**config.mk**
```make
export PLATFORM = sky130hd
export DESIGN_NAME = spi_master_ctrl
export DESIGN_NICKNAME = d
export VERILOG_FILES = /design/src/rtl/spi_master_ctrl.sv
export SDC_FILE = /design/constraint.sdc
export NUM_CORES = 1
export LEC_CHECK = 0
export BUFFER_PORTS_ARGS = -buffer_cell sky130_fd_sc_hd__buf_2
export CORE_AREA = 5 5 73 75
export DETAILED_ROUTE_END_ITERATION = 6
export DIE_AREA = 0 0 78 80
export GPL_ROUTABILITY_DRIVEN = 0
export SKIP_CTS_REPAIR_TIMING = 1
export SLEW_MARGIN = 20
export SYNTH_ARGS = -nofsm -noshare
export SYNTH_HDL_FRONTEND = slang
export SYNTH_SLANG_ARGS = --single-unit
```
**constraint.sdc**
```tcl
create_clock -name clk -period 3.19 [get_ports clk]
set_clock_uncertainty 0.1 [all_clocks]
set_input_delay 0.638 -clock clk [delete_from_list [all_inputs] [get_ports clk]]
set_output_delay 0.638 -clock clk [all_outputs]
set_load 0.005 [all_outputs]
```
**src/rtl/spi_master_ctrl.sv**
```systemverilog
// SPI initiator: serialises 10-bit commands onto MOSI under SS_n and captures 8-bit replies on rd-data frames.
// Optional frame counter output enabled by defining SPI_MASTER_FRAME_CNT_EN.
module spi_master_ctrl #(
  parameter int TURNAROUND = 2,
  parameter int GAP        = 1
) (
  input  logic       clk,
  input  logic       rst_n,
  input  logic       cmd_valid,
  output logic       cmd_ready,
  input  logic [9:0] cmd_data,
  output logic       rd_valid,
  output logic [7:0] rd_data,
  output logic       busy,
  output logic       SS_n,
  output logic       MOSI,
  input  logic       MISO
`ifdef SPI_MASTER_FRAME_CNT_EN
  ,
  output logic [15:0] frame_cnt
`endif
);

  localparam logic [2:0] S_IDLE  = 3'd0;
  localparam logic [2:0] S_SEL   = 3'd1;
  localparam logic [2:0] S_SHIFT = 3'd2;
  localparam logic [2:0] S_HOLD  = 3'd3;
  localparam logic [2:0] S_WAIT  = 3'd4;
  localparam logic [2:0] S_RECV  = 3'd5;
  localparam logic [2:0] S_GAP   = 3'd6;

  localparam logic [3:0] TA_LAST  = 4'(TURNAROUND - 1);
  localparam logic [3:0] GAP_LAST = 4'(GAP - 1);

  logic [2:0] state_q, state_d;
  logic [3:0] cnt_q, cnt_d;
  logic [9:0] cmd_q, cmd_d;
  logic [7:0] rx_sh_q, rx_sh_d;
  logic [7:0] rd_data_q, rd_data_d;
  logic       rd_valid_q, rd_valid_d;

  assign cmd_ready = rst_n && (state_q == S_IDLE);
  assign busy      = (state_q != S_IDLE);
  assign SS_n      = (state_q == S_IDLE) || (state_q == S_GAP);
  assign rd_valid  = rd_valid_q;
  assign rd_data   = rd_data_q;

  always_comb begin
    MOSI = 1'b0;
    case (state_q)
      S_SEL:   MOSI = cmd_q[9];
      S_SHIFT: MOSI = cmd_q[4'd9 - cnt_q];
      default: MOSI = 1'b0;
    endcase
  end

  always_comb begin
    state_d    = state_q;
    cnt_d      = cnt_q;
    cmd_d      = cmd_q;
    rx_sh_d    = rx_sh_q;
    rd_data_d  = rd_data_q;
    rd_valid_d = 1'b0;
    case (state_q)
      S_IDLE: if (cmd_valid && cmd_ready) begin
        cmd_d   = cmd_data;
        state_d = S_SEL;
        cnt_d   = 4'd0;
      end
      S_SEL: begin
        state_d = S_SHIFT;
        cnt_d   = 4'd0;
      end
      S_SHIFT: if (cnt_q == 4'd9) begin
        state_d = (cmd_q[9:8] == 2'b11) ? S_WAIT : S_HOLD;
        cnt_d   = 4'd0;
      end else begin
        cnt_d = cnt_q + 4'd1;
      end
      S_HOLD: begin
        state_d = S_GAP;
        cnt_d   = 4'd0;
      end
      S_WAIT: if (cnt_q == TA_LAST) begin
        state_d = S_RECV;
        cnt_d   = 4'd0;
      end else begin
        cnt_d = cnt_q + 4'd1;
      end
      S_RECV: begin
        rx_sh_d = {rx_sh_q[6:0], MISO};
        if (cnt_q == 4'd7) begin
          // Reply lands together with the first GAP cycle.
          rd_data_d  = {rx_sh_q[6:0], MISO};
          rd_valid_d = 1'b1;
          state_d    = S_GAP;
          cnt_d      = 4'd0;
        end else begin
          cnt_d = cnt_q + 4'd1;
        end
      end
      S_GAP: if (cnt_q == GAP_LAST) begin
        state_d = S_IDLE;
        cnt_d   = 4'd0;
      end else begin
        cnt_d = cnt_q + 4'd1;
      end
      default: begin
        state_d = S_IDLE;
        cnt_d   = 4'd0;
      end
    endcase
  end

  always_ff @(posedge clk) begin
    if (!rst_n) begin
      state_q    <= S_IDLE;
      cnt_q      <= 4'd0;
      cmd_q      <= 10'd0;
      rx_sh_q    <= 8'd0;
      rd_data_q  <= 8'd0;
      rd_valid_q <= 1'b0;
    end else begin
      state_q    <= state_d;
      cnt_q      <= cnt_d;
      cmd_q      <= cmd_d;
      rx_sh_q    <= rx_sh_d;
      rd_data_q  <= rd_data_d;
      rd_valid_q <= rd_valid_d;
    end
  end

`ifdef SPI_MASTER_FRAME_CNT_EN
  logic [15:0] frame_cnt_q;
  assign frame_cnt = frame_cnt_q;

  // Only frames that reach GAP count; reset aborts never get there.
  always_ff @(posedge clk) begin
    if (!rst_n)
      frame_cnt_q <= 16'd0;
    else if (state_d == S_GAP && state_q != S_GAP)
      frame_cnt_q <= frame_cnt_q + 16'd1;
  end
`endif

endmodule

```
Yosys cells after proc, flatten, opt, wreduce, memory -nomap -nowiden --
Cells that the tools add are included.
Storage, ports and cells: register bits 33, bits of input ports 14, logic and storage cells 51
Operators by class: mux-type cells 17, $lt $le $gt $ge 1, add/subtract/negate cells 2, reductions and logical operators 10, equality and inequality tests 15
Operator list (number):
- 3-bit case mux with 7 select lines | 1
- 4-bit 2-to-1 mux | 5
- 4-bit case mux with 5 select lines | 1
- 3-bit 2-to-1 mux | 6
- 3-bit equality test (second input constant) | 3
- 3-bit by 2-bit equality test with 1-bit output (second input constant) | 2
- 2-bit != test (second input constant) | 3
- 2-bit AND reduction | 3
- 4-bit by 5-bit less-than comparator with 1-bit output (second input constant) | 1
- 5-bit AND reduction | 1
- 4-bit by 1-bit adder with 4-bit output (second input constant) | 1
- 1-bit binary-select mux with 4-bit select | 1
- 4-bit by 1-bit equality test with 1-bit output (second input constant) | 1
- 4-bit by 3-bit equality test with 1-bit output (second input constant) | 1
- 4-bit equality test (second input constant) | 1
- 4-bit logical NOT | 1
- 2-bit by 1-bit != test with 1-bit output (second input constant) | 2
- 4-bit subtractor (first input constant) | 1
- 3-bit by 1-bit equality test with 1-bit output (second input constant) | 1
- 3-bit logical NOT | 1
- 3-bit nonzero test | 1
- 2-bit equality test (second input constant) | 1
- 1-bit logical AND | 2
- 1-bit 2-to-1 mux | 2
- other kinds (2) | 2

Longest topological paths before layout --
depth in word-level cells 5, gate-level depth with buffers 7, mapped depth without buffers 6

Worst setup path after synthesis --
Ideal clock, no wire load.
path kind register to output, start register cnt_q[2], end output port MOSI, data required time 2452 ps, arrival time 1402 ps, stages on the path, launching flop included 7, path slack 1050 ps, cells stage by stage dfxtp_1 > inv_1 > ha_1 > nor2_1 > nor4b_1 > a32oi_1 > o32ai_1
On the way: word-level cells in the longest chain between the ends 4
Ends and longest elaborated chain:
- start: declaration | RTL line 36 | logic [3:0] cnt_q, cnt_d;
- start signal: assignment | RTL line 125 | cnt_q <= cnt_d;
- 4-bit subtractor | RTL line 52 | S_SHIFT: MOSI = cmd_q[4'd9 - cnt_q];
- 1-bit binary-select mux with 4-bit select | RTL line 52
- 1-bit 2-to-1 mux (not written as such) | RTL line 52
- 1-bit case mux with 2 select lines | RTL line 50 | case (state_q)
- end: declaration | RTL line 16 | output logic MOSI,
No other way between the ends. The select of a mux whose other input is x is not followed.

Worst setup path in the final report --
Ends and elaborated chain as after synthesis.

==> impl_summary.log <==
INFO  metric buffers_added_on_ports = 26
INFO  metric final_common_cell = sky130_fd_sc_hd__dfxtp_1
INFO  metric core_area = 4600 sq um
INFO  metric ff2ff_path_depth = 3
INFO  metric wirelength = 3.54 mm
INFO  metric post-dp-hpwl = 2.49 mm
INFO  metric drt_iter0_markers = 60
INFO  metric max_freq = 367 MHz
INFO  metric maximum_number_of_pins_on_one_net_before_global_route_repair = 41
INFO  metric antenna_violating_nets_post_route = 0
INFO  metric crit_path_cell_trace = inv_1, ha_1, nor2_1, nor4b_1, a32oi_1, o32ai_1, buf_2
INFO  metric routed_via_density = 5.04
INFO  metric postSynthRegisterBits = 33
INFO  metric initial_cell_density_of_the_core = 0.388
INFO  metric power.density_cell_area = 541 nW/um^2
INFO  metric sink_count_of_the_clock_tree = 33
INFO  metric post_route_cells_drive_above_1_share = 0.225
INFO  metric grt_util_all_layers = 0.125
INFO  metric max-vdd-ir-drop = 0.237 mV
INFO  metric dp_slack = 716 ps
INFO  metric design.die.area = 6240 sq um
INFO  metric layoutNonFillerInstCount = 263
INFO  metric n_antenna_cell = 0
INFO  metric critical_path_required = 2450 ps
INFO  metric timing.critical_path.slowest_stage_cell = sky130_fd_sc_hd__dfxtp_1
INFO  metric grt_pass1_vias = 1,282
INFO  metric timing.final.crit_share = 0.855
INFO  metric min_from = cmd_q[2]
INFO  metric num_vias = 1,326
INFO  metric setup-violations-final = 0
INFO  metric worst_setup_path_end_kind = output pin
INFO  metric clock_network_latency_to_the_later_pin_of_the_worst_skew_pair = 280 ps
INFO  metric cp_top_family = flip-flops
INFO  metric placed_cells = 256
INFO  metric netlist.top_cell.by_area = sky130_fd_sc_hd__dfxtp_1
INFO  metric post-route-worst-setup-slack = 464 ps
INFO  metric clock_input_transition_at_the_sequential_cells_of_the_worst_setup_and_hold_paths = 70 ps
INFO  metric dieHeight = 80 microns
INFO  metric crit_path_start_kind = flip-flop
INFO  metric rsz0062_at_grt = false
INFO  metric most-common-layout-cells = 33 x sky130_fd_sc_hd__dfxtp_1, 26 x sky130_fd_sc_hd__buf_2, 25 x sky130_fd_sc_hd__nand2_1
INFO  metric path_depth = 7
INFO  metric ys_warn_count = 0
INFO  metric cts-buffers-inserted = 5
INFO  metric slowest_delay = 520 ps
INFO  metric worst_hold_path_type = flip-flop to flip-flop
INFO  metric rows = 25
INFO  metric synth-seq-area-share = 0.370
INFO  metric antenna_found_initial = 0
INFO  metric io-pin-count = 27
INFO  metric yosys.area.top_type_share = 0.370
INFO  metric htree_num_levels = 2
INFO  metric leakagePower = 0.858 nW
INFO  metric run_status = finished, final reports clean
INFO  metric max_cap_viol_count = 0
INFO  metric area_growth = 11.9%
INFO  metric worst_slew_pin_slew = 644 ps
INFO  metric synth-edff-count = 0
INFO  metric timing.rr.start = state_q[2]
INFO  metric slew_headroom = 0.571
INFO  metric synth_area_per_cell = 9.55 sq um
INFO  metric clockBufferDepth = 2
INFO  metric final-hold-violation-count = 0
INFO  metric post_synth_instance_area = 1790 sq um
INFO  metric crit-reg2reg-capture = cmd_q[0]
INFO  metric grt_first_pass_wirelength = 6.14 mm
INFO  metric ys_top_cells_by_area = sky130_fd_sc_hd__dfxtp_1 37%, sky130_fd_sc_hd__mux2i_1 9.5%, sky130_fd_sc_hd__nand2_1 5.3%
INFO  metric ff2ff_setup_slack = 1270 ps
INFO  metric crit_path_max_fanout = 7
INFO  metric crit_path_start = cnt_q[2]
INFO  metric syn-instance-count = 187
INFO  metric slew_viol_final = 0
INFO  metric drt_pre_antenna_iters = 4
INFO  metric setup-tns-final = 0 ps
INFO  metric syn-num-nets = 206
INFO  metric route.detailed.drc = 0
INFO  metric tritoncts = done
INFO  metric synth_flop_cell = sky130_fd_sc_hd__dfxtp_1
INFO  metric critical_path.n_buffers_inverters = 2
INFO  metric clock_tree.root_cell = sky130_fd_sc_hd__clkbuf_8
INFO  metric worstSetupEndpoint = MOSI
INFO  metric wl_per_cell = 13.5 microns
INFO  metric globalRoute.totalOverflow = 0
INFO  metric die_w = 78 microns
INFO  metric synth.lib_cells_used.distinct = 46
INFO  metric min_period = 2730 ps
INFO  metric setup.worst_path.class = flip-flop to output pin
INFO  metric ys_async_sr_fraction = 0
INFO  metric crit_arrival = 1990 ps
INFO  metric fin_nets = 228
-- logic make-up after synthesis --
logic type / share of synthesized area
AO/OA/AOI/OAI: 0.158
XOR/XNOR: 0.00491
adder cells (fa/ha/maj): 0.0350
buffers and inverters: 0.0589
flip-flops: 0.370
multiplexers: 0.121
AND/OR/NAND/NOR: 0.253
-- layer usage --
metal	wire [microns]	track usage	vias to the layer above
met1	1720	0.159	604
met3	148	0.0384	6
li1	-	-	691
met2	1580	0.186	25
met4	89	0.0709	0
met5	0	0	-
-- power by group --
| group | switching (mW) | internal (mW) | total [mW] |
|---|---|---|---|
| logic | 0.129 | 0.128 | 0.257 |
| clock network | 0.142 | 0.171 | 0.313 |
| registers | 0.0631 | 0.448 | 0.511 |
-- registers in the layout, indices dropped and copies added, names as in the netlist --
register and cells:
cmd_q 10, cnt_q 4, rd_data 8, rd_valid 1
rx_sh_q 7, state_q 3
-- worst reg2reg max path, cell delays in order (launching register included) --
cell                      delay (ps)
sky130_fd_sc_hd__dfxtp_1         490
sky130_fd_sc_hd__nor3_1          400
sky130_fd_sc_hd__and3_1          600
sky130_fd_sc_hd__o21ai_0         200
-- stage by stage --
stage               utilization  instance area, sq um  power, mW  hold WS, ps
global placement          0.416                  1910      0.779          350
detailed placement        0.416                  1910      0.778          355
floorplan                     -                  1790      0.719          333
CTS                       0.435                  2000       1.10          363
finish                    0.435                  2000       1.08          357
global route              0.435                  2000       1.16          377
-- worst min-delay path by stage --
stage	to	cells past startpoint
floorplan	cmd_q[0]	2
finish	cmd_q[2]	2
detailed placement	cmd_q[2]	2
global route	cmd_q[1]	2
CTS	cmd_q[2]	2
global placement	cmd_q[1]	2
-- synth_stat cells, types with 4 or more instances --
library cell and number:
sky130_fd_sc_hd__clkbuf_1 4, sky130_fd_sc_hd__o21ai_0 14, sky130_fd_sc_hd__mux2i_1 17, sky130_fd_sc_hd__nand2_1 25, sky130_fd_sc_hd__and3_1 4, sky130_fd_sc_hd__dfxtp_1 33
sky130_fd_sc_hd__nor2_1 6, sky130_fd_sc_hd__a21oi_1 6, sky130_fd_sc_hd__inv_1 7, sky130_fd_sc_hd__ha_1 5, sky130_fd_sc_hd__nor2b_1 15
-- final cells by class --
class                      instances  area [sq um]
clock buffer                       7          86.3
fill                             464          2600
inverter                           7          26.3
multi-input combinational        135          1020
sequential                        33           661
tap                               54          67.6
timing repair buffer              27           138
Power figures use the tool's default switching activity.
